[src/rtl/cpu_defs_pkg.sv]
// Shared CPU definitions: IorD mux selects, exception causes/ExcCodes,
// exception sequencer state encodings and default vector addresses.
package cpu_defs_pkg;

  localparam int unsigned XLEN  = 32;
  localparam int unsigned CNT_W = 3;

  typedef enum logic [1:0] {
    IORD_PC         = 2'b00,
    IORD_ALUOUT     = 2'b01,
    IORD_ALU_RESULT = 2'b10,
    IORD_EXCPT      = 2'b11
  } iord_sel_e;

  typedef enum logic [1:0] {
    CAUSE_OPCODE = 2'b00,
    CAUSE_OVF    = 2'b01,
    CAUSE_DIV0   = 2'b10,
    CAUSE_RSVD   = 2'b11
  } cause_e;

  localparam logic [4:0] EXC_CODE_OPCODE = 5'd10;
  localparam logic [4:0] EXC_CODE_OVF    = 5'd12;
  localparam logic [4:0] EXC_CODE_DIV0   = 5'd15;

  typedef enum logic [2:0] {
    ST_IDLE    = 3'd0,
    ST_CAPTURE = 3'd1,
    ST_ADDR    = 3'd2,
    ST_WAIT    = 3'd3,
    ST_LOAD    = 3'd4
  } exc_state_e;

  localparam logic [XLEN-1:0] VEC_OPCODE_DEF = 32'd253;
  localparam logic [XLEN-1:0] VEC_OVF_DEF    = 32'd254;
  localparam logic [XLEN-1:0] VEC_DIV0_DEF   = 32'd255;

  // MIPS ExcCode for a cause; the reserved encoding folds onto invalid opcode.
  function automatic logic [4:0] exc_code(input cause_e c);
    case (c)
      CAUSE_OVF:  return EXC_CODE_OVF;
      CAUSE_DIV0: return EXC_CODE_DIV0;
      default:    return EXC_CODE_OPCODE;
    endcase
  endfunction

endpackage

[src/rtl/exc_priority_enc.sv]
// Combinational exception-cause priority encoder: opcode > div0 > ovf.
module exc_priority_enc
  import cpu_defs_pkg::*;
(
  input  logic       exc_opcode,
  input  logic       exc_ovf,
  input  logic       exc_div0,
  output logic [1:0] cause_c,
  output logic       valid_c
);

  always_comb begin
    cause_c = CAUSE_OPCODE;
    valid_c = exc_opcode | exc_ovf | exc_div0;
    if (exc_opcode) begin
      cause_c = CAUSE_OPCODE;
    end else if (exc_div0) begin
      cause_c = CAUSE_DIV0;
    end else if (exc_ovf) begin
      cause_c = CAUSE_OVF;
    end
  end

endmodule

[src/rtl/exception_ctrl.sv]
// Multicycle-CPU exception sequencer: capture cause, save EPC, fetch the
// handler byte through IorD input 3, load PC. Optional EXCPT_CAUSE_REG_EN
// adds a MIPS-style Cause register and a sticky lost-exception flag.
module exception_ctrl
  import cpu_defs_pkg::*;
#(
  parameter int unsigned     MEM_LAT    = 1,
  parameter logic [XLEN-1:0] VEC_OPCODE = VEC_OPCODE_DEF,
  parameter logic [XLEN-1:0] VEC_OVF    = VEC_OVF_DEF,
  parameter logic [XLEN-1:0] VEC_DIV0   = VEC_DIV0_DEF
) (
  input  logic            clk,
  input  logic            reset_n,
  input  logic            exc_opcode,
  input  logic            exc_ovf,
  input  logic            exc_div0,
  input  logic [XLEN-1:0] pc_cur,
  input  logic [XLEN-1:0] mem_rdata,
  output logic [XLEN-1:0] Excpt_Out,
  output logic            iord_force,
  output logic [XLEN-1:0] epc_out,
  output logic            epc_write,
  output logic            pc_load,
  output logic [XLEN-1:0] pc_load_value,
`ifdef EXCPT_CAUSE_REG_EN
  output logic [XLEN-1:0] cause_out,
  output logic            lost_exc,
`endif
  output logic            busy
);

  exc_state_e       state_q, state_d;
  logic [CNT_W-1:0] cnt_q, cnt_d;
  logic [1:0]       cause_c;
  logic             any_c;
  cause_e           cause_q;
  logic             capture_c, vec_load_c;
  logic             busy_d, iord_d, epc_wr_d, pc_load_d;
  logic             unused_rdata_bits;

  assign unused_rdata_bits = ^mem_rdata[23:0];

  exc_priority_enc u_prio (
    .exc_opcode (exc_opcode),
    .exc_ovf    (exc_ovf),
    .exc_div0   (exc_div0),
    .cause_c    (cause_c),
    .valid_c    (any_c)
  );

  function automatic logic [XLEN-1:0] vec_of(input cause_e c);
    case (c)
      CAUSE_OVF:  return VEC_OVF;
      CAUSE_DIV0: return VEC_DIV0;
      default:    return VEC_OPCODE;
    endcase
  endfunction

  // State and registered control outputs.
  always_ff @(posedge clk or negedge reset_n) begin
    if (!reset_n) begin
      state_q    <= ST_IDLE;
      cnt_q      <= '0;
      busy       <= 1'b0;
      iord_force <= 1'b0;
      epc_write  <= 1'b0;
      pc_load    <= 1'b0;
    end else begin
      state_q    <= state_d;
      cnt_q      <= cnt_d;
      busy       <= busy_d;
      iord_force <= iord_d;
      epc_write  <= epc_wr_d;
      pc_load    <= pc_load_d;
    end
  end

  // Next state; control outputs decoded from the state being entered.
  always_comb begin
    state_d    = state_q;
    cnt_d      = cnt_q;
    capture_c  = 1'b0;
    vec_load_c = 1'b0;
    case (state_q)
      ST_IDLE: begin
        if (any_c) begin
          state_d   = ST_CAPTURE;
          capture_c = 1'b1;
        end
      end
      ST_CAPTURE: begin
        state_d    = ST_ADDR;
        vec_load_c = 1'b1;
      end
      ST_ADDR: begin
        cnt_d   = CNT_W'(MEM_LAT - 1);
        state_d = (MEM_LAT <= 1) ? ST_LOAD : ST_WAIT;
      end
      ST_WAIT: begin
        cnt_d = cnt_q - CNT_W'(1);
        if (cnt_q <= CNT_W'(1)) begin
          state_d = ST_LOAD;
        end
      end
      ST_LOAD: begin
        state_d = ST_IDLE;
      end
      default: begin
        state_d = ST_IDLE;
      end
    endcase
    busy_d    = (state_d != ST_IDLE);
    iord_d    = (state_d == ST_ADDR) || (state_d == ST_WAIT) || (state_d == ST_LOAD);
    epc_wr_d  = (state_d == ST_CAPTURE);
    pc_load_d = (state_d == ST_LOAD);
  end

  // Captured cause, EPC and the held vector address.
  always_ff @(posedge clk or negedge reset_n) begin
    if (!reset_n) begin
      cause_q   <= CAUSE_OPCODE;
      epc_out   <= '0;
      Excpt_Out <= '0;
    end else begin
      if (capture_c) begin
        cause_q <= cause_e'(cause_c);
        epc_out <= pc_cur - XLEN'(4);
      end
      if (vec_load_c) begin
        Excpt_Out <= vec_of(cause_q);
      end
    end
  end

  // Handler address is the big-endian addressed byte, valid while pc_load is high.
  assign pc_load_value = pc_load ? XLEN'(mem_rdata[31:24]) : '0;

`ifdef EXCPT_CAUSE_REG_EN
  always_ff @(posedge clk or negedge reset_n) begin
    if (!reset_n) begin
      cause_out <= '0;
      lost_exc  <= 1'b0;
    end else begin
      if (capture_c) begin
        cause_out <= XLEN'({exc_code(cause_e'(cause_c)), 2'b00});
      end
      if (busy && any_c) begin
        lost_exc <= 1'b1;
      end
    end
  end
`endif

endmodule

[config.mk]
export PLATFORM = sky130hd
export DESIGN_NAME = exception_ctrl
export DESIGN_NICKNAME = d
export VERILOG_FILES = /design/src/rtl/cpu_defs_pkg.sv /design/src/rtl/exc_priority_enc.sv /design/src/rtl/exception_ctrl.sv
export SDC_FILE = /design/constraint.sdc
export NUM_CORES = 1
export LEC_CHECK = 0
export CORE_ASPECT_RATIO = 0.9
export CORE_UTILIZATION = 41
export CTS_CLUSTER_DIAMETER = 50
export DETAILED_ROUTE_END_ITERATION = 10
export GPL_ROUTABILITY_DRIVEN = 0
export PLACE_DENSITY = 0.87
export SLEW_MARGIN = 20
export SYNTH_ARGS = -nofsm -noshare
export SYNTH_HDL_FRONTEND = slang
export SYNTH_SLANG_ARGS = --single-unit
[constraint.sdc]
create_clock -name clk -period 2.9 [get_ports clk]
set_input_delay 0.87 -clock clk [delete_from_list [all_inputs] [get_ports clk]]
set_output_delay 0.87 -clock clk [all_outputs]
set_load 0.03 [all_outputs]
Yosys cells after proc, flatten, opt, wreduce, memory -nomap -nowiden --
Cells that the tools add are included.
Cells by class: $add $sub $neg 2, order comparisons 1, equal/unequal tests 9, mux-type cells 12, bitwise logic cells 2, reductions and logical operators 5
Operator list (count):
- subtractor 32 x 3 -> 32 bit, second input constant | 1
- equality test 3 x 2 -> 1 bit, second input constant | 4
- one-hot mux 3 bit (4 select lines) | 1
- 2-to-1 mux 8 bit | 1
- equality test 3 x 1 -> 1 bit, second input constant | 2
- 2-to-1 mux 3 bit | 2
- one-hot mux 3 bit (2 select lines) | 1
- 2-to-1 mux 1 bit | 4
- 2-to-1 mux 2 bit | 2
- one-hot mux 2 bit (2 select lines) | 1
- equality test 3 bit, second input constant | 1
- <= comparator 3 x 1 -> 1 bit, second input constant | 1
- logical NOT 3 bit | 1
- nonzero test 3 bit | 1
- subtractor 3 x 1 -> 3 bit, second input constant | 1
- equality test 2 x 1 -> 1 bit, second input constant | 1
- equality test 2 bit, second input constant | 1
- logical OR 1 bit | 2
- OR 1 bit | 2
- nonzero test 2 bit | 1
Storage, ports and cells: register bits 76, bits of input ports 69, logic and storage cells 40

Logic depth before layout (Yosys ltp) --
depth in word-level cells 7, gate-level depth with buffers 8, gate-level depth less buffers 6

Modules after synthesis --
Synthesis repeated with hierarchy kept, for this count alone.
Second synthesis, totals: cells, all modules 316, area, all modules 2880.3 µm²
Modules (own cells, without submodules):
- exception_ctrl | instances 1, cells an instance 313, area each 2857.7 µm², seq. area each 1176.1 µm²
- exc_priority_enc | instances 1, cells an instance 3, area each 22.5 µm², seq. area each 0.0 µm²

Worst setup path before layout --
Ideal clock, no wire load.
kind in2reg, start input port pc_cur[2], end register epc_out[18], arrival time 2.265 ns, slack 0.554 ns, cell stages on the path 7, path through inv_1 > ha_1 > nor4b_4 > nand3_2 > buf_6 > or4_1 > a31oi_1
Between the ends: cells in the longest elaborated chain, start to end 1
RTL lines:
- from (decl) | RTL line exception_ctrl.sv:17 | input logic [XLEN-1:0] pc_cur,
- subtractor 32 x 3 -> 32 bit | RTL line exception_ctrl.sv:127 | epc_out <= pc_cur - XLEN'(4);
- to (signal assigned) | RTL line exception_ctrl.sv:127
- to (decl) | RTL line exception_ctrl.sv:21 | output logic [XLEN-1:0] epc_out,
Every way passes these cells. A chain may end at the register's enable or synchronous reset.

Final worst setup path --
start input port pc_cur[3], end register epc_out[24]
The elaborated chain is that of the path after synthesis.

==> results.py <==
metrics = {
    "yosys": {
        "synth_cells": 313,
        "synth_area_mm2": 0.002833,
        "yosys.cell_count.top_type": "buf_4",
        "yosysWarnings": 0,
        "ys_ff_latch": 47,
        "ys.flop_type": "dfrtp_1",
        "ys_types": 41,
        "yosys.area_share.xor_xnor_pct": 2.473,
        "muxShareOfSynthArea_pct": 0,
        "synth_area_leaders": "dfrtp_1, buf_4, o21ai_0",
        "synth_edf_count": 0,
        "synth_compound_area_share_pct": 13.16,
        "synth_top_family_by_area": "simple AND/OR/NAND/NOR gates",
        "avgSynthCellArea_um2": 9.050,
        "synth_common_cells": "buf_4, dfrtp_1, nor2_1, nand2_1, o21ai_0",
        "yosysSeqAreaShare_pct": 41.52,
        "post-synth-top-area-cell": "dfrtp_1",
        "synthAdderAreaFrac_pct": 1.325,
        "synth-simple-area-share_pct": 24.51,
        "synth-async-reset-ratio_pct": 100.0,
        "synth_top_area_share_pct": 41.52,
    },
    "floorplan": {
        "die_area_mm2": 0.007246,
        "rows": 28,
        "ios": 169,
        "start_util_pct": 42.78,
        "die_y_um": 80.86,
        "design.core.area_mm2": 0.006621,
        "die_x_um": 89.62,
    },
    "grt": {
        "grt_pass1_wl_mm": 10.13,
        "grt_pass1_vias": 2266,
        "grt-ovfl-total": 0,
        "antenna_found_initial": 0,
        "grt_max_degree": 41,
        "track_usage_pct": 18.17,
    },
    "placed_design": {
        "placed_area_mm2": 0.003756,
        "portBuffers": 96,
        "dp_hpwl_mm": 5.029,
        "placed_cells": 502,
    },
    "worst_setup_path": {
        "cp_cell_sequence": "clkdlybuf4s50_1 -> inv_1 -> ha_1 -> nor4b_4 -> nand3_2 -> or4b_1 -> a31oi_1",
        "critPathTopFamily": "simple AND/OR/NAND/NOR gates",
        "crit_path_end_kind": "flop",
        "rrSetupSlack_ns": 1.04,
        "start_kind": "primary input",
        "rr_startpoint": "state_q[0]",
        "cpMaxStageDelayCell": "or4b_1",
        "criticalPathCategory": "primary input to flop",
        "worstReg2RegEnd": "epc_out[15]",
        "path_buf_inv": 2,
        "worst-path-max-fanout": 10,
        "required_ns": 3.13,
        "cpPeakStageDelay_ns": 0.57,
        "arrival_ns": 2.85,
        "rr_worst_depth": 5,
    },
    "pwr": {
        "power.leakage_uw": 0.001600,
        "powerDensity_mw_per_mm2": 946.8,
        "vdd_ir_drop_max_uv": 417.7,
    },
    "clock_tree": {
        "cts_max_level": 2,
        "cts_resized": 0,
        "numCtsBuffers": 5,
        "clock-sinks": 47,
        "cts_setup_buffers": 0,
        "clockBufferDepth": 2,
        "cts_tree": "built",
        "cts-hold-fix-buffers": 0,
        "root_buffer": "clkbuf_8",
        "worstSkewPairLatency_ns": 0.30,
        "clkTransAtPathRegs_ns": 0.09,
    },
    "layout": {
        "fin_nets": 491,
        "fillerInstances": 565,
        "drive_gt1_share_pct": 10.95,
        "diodes": 0,
        "area_delta_synth_final_pct": 35.87,
        "fin_cells": 510,
        "final_area_mm2": 0.003849,
    },
    "sta": {
        "rsz0062_at_grt": "false",
        "setup_violations": 0,
        "drv_slew": 0,
        "finalCritPeriodShare_pct": 90.65,
        "clock.fmax_mhz": 380.4,
        "skew_ns": 0.006269,
        "hold_viol_final": 0,
        "layout_min_cycle_time_ns": 2.629,
    },
    "drt": {
        "routedWlPerCell_um": 12.59,
        "ant_nets": 0,
        "drt_first_iter_violations": 125,
        "vias": 2481,
        "route.detailed.drc": 0,
        "routed_wl_mm": 6.419,
        "drt-pass1-iter-count": 4,
        "vias_per_cell": 4.865,
    },
    "outcome": {
        "status": "complete, no violations",
    },
    "job": {
        "maxCapViolCount": 0,
    },
    "worst_hold_path": {
        "hold_depth": 2,
        "holdCritStartpoint": "epc_out[0]",
        "worst_hold_path_type": "flop to flop",
        "min_to": "epc_out[0]",
    },
}
==> kinds of logic (layout without fill, tap and decap cells) <==
group / count (synthesis) / in the layout
and+or+nand+nor: 122 / 122
DFF: 47 / 47
AOI/OAI and AO/OA: 61 / 61
other: 1 / 48
buffers and inverters: 71 / 131
adders and majority gates: 3 / 3
xor gates and xnor gates: 8 / 8
==> sequential cells by signal, summed over array words and instances, names as in the netlist <==
name / count
Excpt_Out: 3
busy: 1
cause_q: 2
cnt_q: 3
epc_out: 32
epc_write: 1
iord_force: 1
pc_load: 1
state_q: 3
==> power breakdown <==
| part | switching [uW] | internal [uW] | leakage [uW] |
|---|---|---|---|
| Combinational | 1260 | 813 | 0.00100 |
| Clock | 229 | 172 | 0.0000408 |
| Sequential | 195 | 971 | 0.000555 |
==> metrics by stage <==
step	hold WS, ns	total power (uW)	util, %	worst slack [ns]	TNS [ns]
after global routing	0.5113	3911	58.13	0.1525	0
after floorplan	0.4515	2470	-	0.5535	0
after CTS	0.4877	3680	58.13	0.2924	0
after global placement	0.4592	3218	56.73	0.05916	0
after detailed placement	0.4663	3273	56.73	-0.01360	-0.02735
final	0.4819	3644	58.13	0.2713	0
==> worst max path at each step <==
stage,depth (start not counted),start,end,slack (ns)
final,7,pc_cur[3],epc_out[24],0.27
after detailed placement,7,pc_cur[3],epc_out[24],-0.01
after global routing,5,pc_cur[13],epc_out[29],0.15
after CTS,8,pc_cur[3],epc_out[30],0.29
after global placement,7,pc_cur[2],epc_out[24],0.06
after floorplan,7,pc_cur[2],epc_out[18],0.55
==> worst min-delay path, cell delays in order (launching register included) <==
cell     delay [ns]
dfrtp_1        0.35
nand2_1        0.05
nand2_1        0.05
==> final cells by class <==
class | count | area, um2 | area share (%)
repair buffers | 116 | 1086 | 28.22
flip-flops and latches | 47 | 1176 | 30.56
multi-input cells | 242 | 1355 | 35.21
inverters | 7 | 26.28 | 0.6827
well taps | 90 | 112.6 | 2.926
clock inverters | 3 | 23.77 | 0.6177
clock buffers | 5 | 68.82 | 1.788
==> placed cells by master (no fill, tap or decap), types with 3 or more instances in the layout <==
cell,synthesis,routed
a21oi_1,5,5
a31oi_1,17,17
and2_1,8,8
buf_4,53,28
clkbuf_8,0,5
clkdlybuf4s50_1,0,87
conb_1,1,48
dfrtp_1,47,47
ha_1,3,3
inv_1,7,7
nand2_1,28,28
nand2b_1,4,4
nand3_1,5,5
nand4_1,5,5
nor2_1,29,29
nor3_1,5,5
o211ai_1,3,3
o21ai_0,22,22
o31ai_1,9,9
o41ai_1,3,3
or3_1,7,7
or4_1,11,11
xnor2_1,4,4
xor2_1,4,4
==> per-layer routing <==
layer | up-vias | global-route usage [%] | wire length, um
li1 | 1215 | - | -
met1 | 1161 | 21.86 | 2705
met2 | 93 | 31.97 | 3219
met3 | 12 | 3.354 | 381
met4 | 0 | 6.984 | 112
met5 | - | 0 | 0
Note: power is estimated with default switching activity, not from simulation.
